$ cat src/rtl/lab5_ifetch_queue.sv
// Instruction fetch front end: drives the instruction memory address, queues {pc, instr}
// pairs and hands them to decode over a valid/ready handshake, with redirect/flush support.
module lab5_ifetch_queue #(
  parameter int                ADDR_W   = 8,
  parameter int                DATA_W   = 16,
  parameter int                DEPTH    = 2,
  parameter logic [ADDR_W-1:0] RESET_PC = '0
) (
  input  logic              CLK,
  input  logic              RESET_N,
  output logic [ADDR_W-1:0] IADDR,
  input  logic [DATA_W-1:0] IDATA,
  input  logic              FETCH_EN,
  input  logic              REDIRECT,
  input  logic [ADDR_W-1:0] REDIRECT_PC,
  output logic              INSTR_VALID,
  input  logic              INSTR_READY,
  output logic [DATA_W-1:0] INSTR,
  output logic [ADDR_W-1:0] INSTR_PC
);

  localparam int                PTR_W    = $clog2(DEPTH);
  localparam int                CNT_W    = PTR_W + 1;
  localparam logic [CNT_W-1:0]  FULL_CNT = CNT_W'(DEPTH);
  localparam logic [ADDR_W-1:0] HALF_MSK = ~ADDR_W'(1);
  localparam logic [ADDR_W-1:0] PC_INIT  = RESET_PC & HALF_MSK;

  typedef struct packed {
    logic [ADDR_W-1:0] pc;
    logic [DATA_W-1:0] instr;
  } entry_t;

  entry_t             q_mem [DEPTH];
  entry_t             head_entry;
  logic [ADDR_W-1:0]  pc;
  logic [PTR_W-1:0]   head;
  logic [PTR_W-1:0]   tail;
  logic [CNT_W-1:0]   count;
  logic               pop;
  logic               push;

  assign IADDR       = pc;
  assign INSTR_VALID = (count != '0);
  assign pop         = INSTR_VALID & INSTR_READY;
  // A pop frees a slot in the same cycle, so a full queue can still accept a fetch.
  assign push        = FETCH_EN & ~REDIRECT & ((count < FULL_CNT) | pop);

  always_ff @(posedge CLK or negedge RESET_N) begin
    if (!RESET_N) begin
      pc    <= PC_INIT;
      head  <= '0;
      tail  <= '0;
      count <= '0;
    end else if (REDIRECT) begin
      // A pop acknowledged this cycle is simply dropped along with the rest of the queue.
      pc    <= REDIRECT_PC & HALF_MSK;
      head  <= '0;
      tail  <= '0;
      count <= '0;
    end else begin
      if (push) begin
        pc   <= pc + ADDR_W'(2);
        tail <= tail + PTR_W'(1);
      end
      if (pop) begin
        head <= head + PTR_W'(1);
      end
      case ({push, pop})
        2'b10:   count <= count + CNT_W'(1);
        2'b01:   count <= count - CNT_W'(1);
        default: count <= count;
      endcase
    end
  end

  // NOTE: queue storage has no reset; its contents only matter once count marks
  // them valid, and the outputs are masked to zero while the queue is empty.
  always_ff @(posedge CLK) begin
    if (push) begin
      q_mem[tail] <= '{pc: pc, instr: IDATA};
    end
  end

  assign head_entry = q_mem[head];
  assign INSTR      = INSTR_VALID ? head_entry.instr : '0;
  assign INSTR_PC   = INSTR_VALID ? head_entry.pc    : '0;

endmodule

$ cat config.mk
export PLATFORM = sky130hd
export DESIGN_NAME = lab5_ifetch_queue
export DESIGN_NICKNAME = d
export VERILOG_FILES = /design/src/rtl/lab5_ifetch_queue.sv
export SDC_FILE = /design/constraint.sdc
export NUM_CORES = 1
export LEC_CHECK = 0
export ABC_AREA = 0
export CORE_UTILIZATION = 35
export DETAILED_ROUTE_END_ITERATION = 8
export GPL_ROUTABILITY_DRIVEN = 0
export GPL_TIMING_DRIVEN = 0
export MAX_ROUTING_LAYER = met4
export PLACE_DENSITY = 0.7
export RECOVER_POWER = 100
export SKIP_LAST_GASP = 1
export SLEW_MARGIN = 25
export SYNTH_ARGS = -nofsm -noshare
export SYNTH_HDL_FRONTEND = slang
export SYNTH_SLANG_ARGS = --single-unit
$ cat constraint.sdc
create_clock -name CLK -period 7.3 [get_ports CLK]
set_input_delay 0.73 -clock CLK [delete_from_list [all_inputs] [get_ports CLK]]
set_output_delay 0.73 -clock CLK [all_outputs]
set_load 0.1 [all_outputs]
==> key figures, run 1 <==
STA
  – Period Utilization, post-route: a little under half
  – Final count of hold timing violations: 0
  – Max-slew violations: 0
  – Min Tclk post-route: 3.38 ns
  – RSZ-0062 raised after global routing: no
  – Total Neg Setup Slack: 0 ns
  – Worst slew margin: 20.7%
  – Final Skew: 0.00906 ns
  – Max Freq: 0.296 GHz
  – Final setup violation count: 0
  – Fin Hold WS: 0.556 ns
  – Tightest Pin Transition: 1.18 ns

Setup path
  – Critical Setup Path Class: flip-flop to primary output
  – Reg2reg start: count[1]
  – Reg2reg path depth: 5
  – Crit path max fanout: 10
  – Setup crit start kind: flip-flop
  – Critical Path RT: ~6.6 ns
  – Critical R2R Capture: q_mem[1][9]
  – Element type at the critical path end: primary output
  – Worst path arrival time: 2.65 ns
  – Reg-to-reg slack, setup: 4.75 ns

Clock tree
  – Num CTS Buffers: 9
  – Worst-Skew Late Latency: 0.33 ns
  – Post-CTS setup buffer count: 0
  – H-tree levels: 3
  – CTS Hold Bufs: 0
  – CTS tree: done
  – Root buffer cell: clkbuf_8
  – Clock buffer depth: 2
  – Clock sinks: 57
  – Clock transition at path regs: 0.06 ns
  – PostCTS Resize Cnt: 0

Cells and area
  – Area growth from synthesis to layout: 37.4%
  – Final Util: 50.9%
  – Layout cell share with drive strength beyond 1: 7.75%
  – Antenna Diode Count: 0
  – Layout Nets: 283
  – Multi-input combinational cell area: approximately 680 um^2
  – FILL cells: 586
  – Final Cell Area: between 0.003 and 0.004 mm^2
  – Register Area: roughly 0.0017 mm^2

GRT
  – Initial antenna violation count: 0
  – First-pass GRT wire length: approximately 8000 um
  – Aggregate global routing overflow: 0
  – Vias in the first global route: 1639
  – Gr usage total: 14.9%
  – Largest net degree at the start of global routing: 12

Run status
  – Failing checks: design-rule violations
  – Outcome: finished, violations left

Synthesis
  – Post-synth EDFFs: 46
  – Synth top area cells: edfxtp_1 (57%), dfrtp_1 (11%), mux2i_1 (9.6%)
  – Commonest cells post-synth: edfxtp_1 (46), nor2_1 (31), mux2i_1 (23)
  – Post-synth top area share: 57.4%
  – #FFs+latches synth: 57
  – Top FF cell, synth: edfxtp_1
  – Syn Std Cell Area: 0.00241 mm^2
  – Synth unique cells: 35
  – Synth area leader: edfxtp_1
  – Post-Synthesis Cells: 178
  – Syn avg cell area: 13.5 um^2
  – Asr flop ratio synth: 19.3%
  – YS warnings: 0
  – Sequential area share after synthesis: 68.8%
  – Cell with the most instances after synthesis: edfxtp_1

Floorplanning
  – Die Ht: 85.0 um
  – Horiz. Die Dim: 85.0 um
  – Die Area: 0.00722 mm^2
  – Standard-cell rows: 29
  – Core area: 0.00649 mm^2
  – I/O pin count: 62
  – Starting Density: 37.1%

Min path
  – WHS Endpoint: q_mem[0][23]
  – Worst hold start: IADDR[7]
  – Hold depth: 0
  – Hold Crit Class: flip-flop to flip-flop

Routing
  – Drt initial violations: 64
  – Via count: 1634
  – Remaining DRCs: 6
  – Antenna viol nets, final: 0
  – Vias per cell: 4.88
  – Router iterations before antenna repair: 8
  – WL/cell: roughly 14 um
  – Post-Route WL: 4760 um

Pwr
  – Power per Cell Area: 273 mW/mm^2
  – Peak VDD IR: roughly 0.13 mV
  – Leakage: 1.23 nW
  – Total power: 0.902 mW

Run
  – Total of max-cap violations: 0

Placement
  – Buffers on Ports: 58
  – Placed Area: 0.00314 mm^2
  – DPL Wire Length: 3450 um
critical path: stages (launching register included):
cell	delay [ns]
dfrtp_1	0.45
nor2_1	0.37
clkbuf_1	0.44
nor2_1	0.11
dlygate4sd3_1	0.95
metrics by stage:
| step | setup slack (ns) | cells |
|---|---|---|
| after global placement | 2.43 | 314 |
| after CTS | 3.79 | 335 |
| after floorplan | 4.13 | 179 |
| after global routing | 3.70 | 335 |
| final | 3.92 | 335 |
| after detailed placement | 4.11 | 319 |
layout make-up:
cell class,count,share of cell area (%)
Sequential cell,57,50.1
Multi-Input combinational cell,108,20.6
Timing Repair Buffer,63,18.1
Clock buffer,10,3.86
Tap cell,77,2.91
Clock inverter,6,2.50
Buffer,10,1.48
Inverter,4,0.454
registers in the layout, indices dropped and copies added, names as in the netlist:
signal  count
IADDR       7
count       2
head        1
q_mem      46
tail        1
layer usage:
| metal | vias to the layer above | share of wire [%] | global-route usage, % |
|---|---|---|---|
| met3 | 4 | 5.0 | 5.84 |
| li1 | 804 | - | - |
| met2 | 34 | 53 | 25.4 |
| met1 | 792 | 42 | 16.2 |
| met5 | - | 0 | - |
| met4 | 0 | 0.71 | 3.70 |
cell families after synthesis:
| family | after synthesis | share of synthesized area, % |
|---|---|---|
| multiplexers | 23 | 9.56 |
| adder cells (fa/ha/maj) | 1 | 0.519 |
| XOR/XNOR | 1 | 0.364 |
| flip-flops | 57 | 68.8 |
| other | 1 | 0.156 |
| buffers and inverters | 14 | 2.75 |
| AO/OA/AOI/OAI | 19 | 5.09 |
| AND/OR/NAND/NOR | 62 | 12.8 |
how the worst max path moves through the flow:
stage,start,to,depth (start not counted)
after floorplan,FETCH_EN,q_mem[1][0],3
after CTS,count[1],INSTR_PC[2],4
after detailed placement,count[1],INSTR_PC[2],4
after global placement,INSTR_READY,q_mem[1][8],4
after global routing,count[1],INSTR_PC[1],4
final,count[1],INSTR_PC[2],4
layout by cell type, fill, tap and decap left out, drive strengths merged, types with 3 or more instances in the layout:
cell / count
nand2: 7
dlygate4sd3: 51
buf: 5
nand4: 3
dfrtp: 11
nand3: 5
clkdlybuf4s50: 7
nor2: 31
mux2i: 23
clkbuf: 20
clkinv: 5
edfxtp: 46
o21ai: 5
a31oi: 4
a21oi: 3
inv: 3
report_power, final:
part	total, mW	switching, mW	internal [mW]
clock	0.308	0.118	0.190
combinational	0.212	0.160	0.0515
sequential	0.382	0.0120	0.370
Note: power is estimated with default switching activity, not from simulation.
==> inputs of run 2 (changes only) <==
==> constraint.sdc (replaced) <==
create_clock -name CLK -period 3.5 [get_ports CLK]
set_input_delay 0.35 -clock CLK [delete_from_list [all_inputs] [get_ports CLK]]
set_output_delay 0.35 -clock CLK [all_outputs]
set_load 0.1 [all_outputs]
==> results of run 2 <==
Same layout as run 1 (identical final DEF). Status: finished, violations left: design-rule violations.
Among the figures that moved: setup slack after placement 4.11 ns -> 0.689 ns; setup slack after layout 3.92 ns -> 0.504 ns; hold slack 0.556 ns -> 0.443 ns; register-to-register setup slack 4.75 ns -> 0.95 ns; total power 0.902 mW -> 1.88 mW; worst IR drop on VDD 0.135 mV -> 0.281 mV
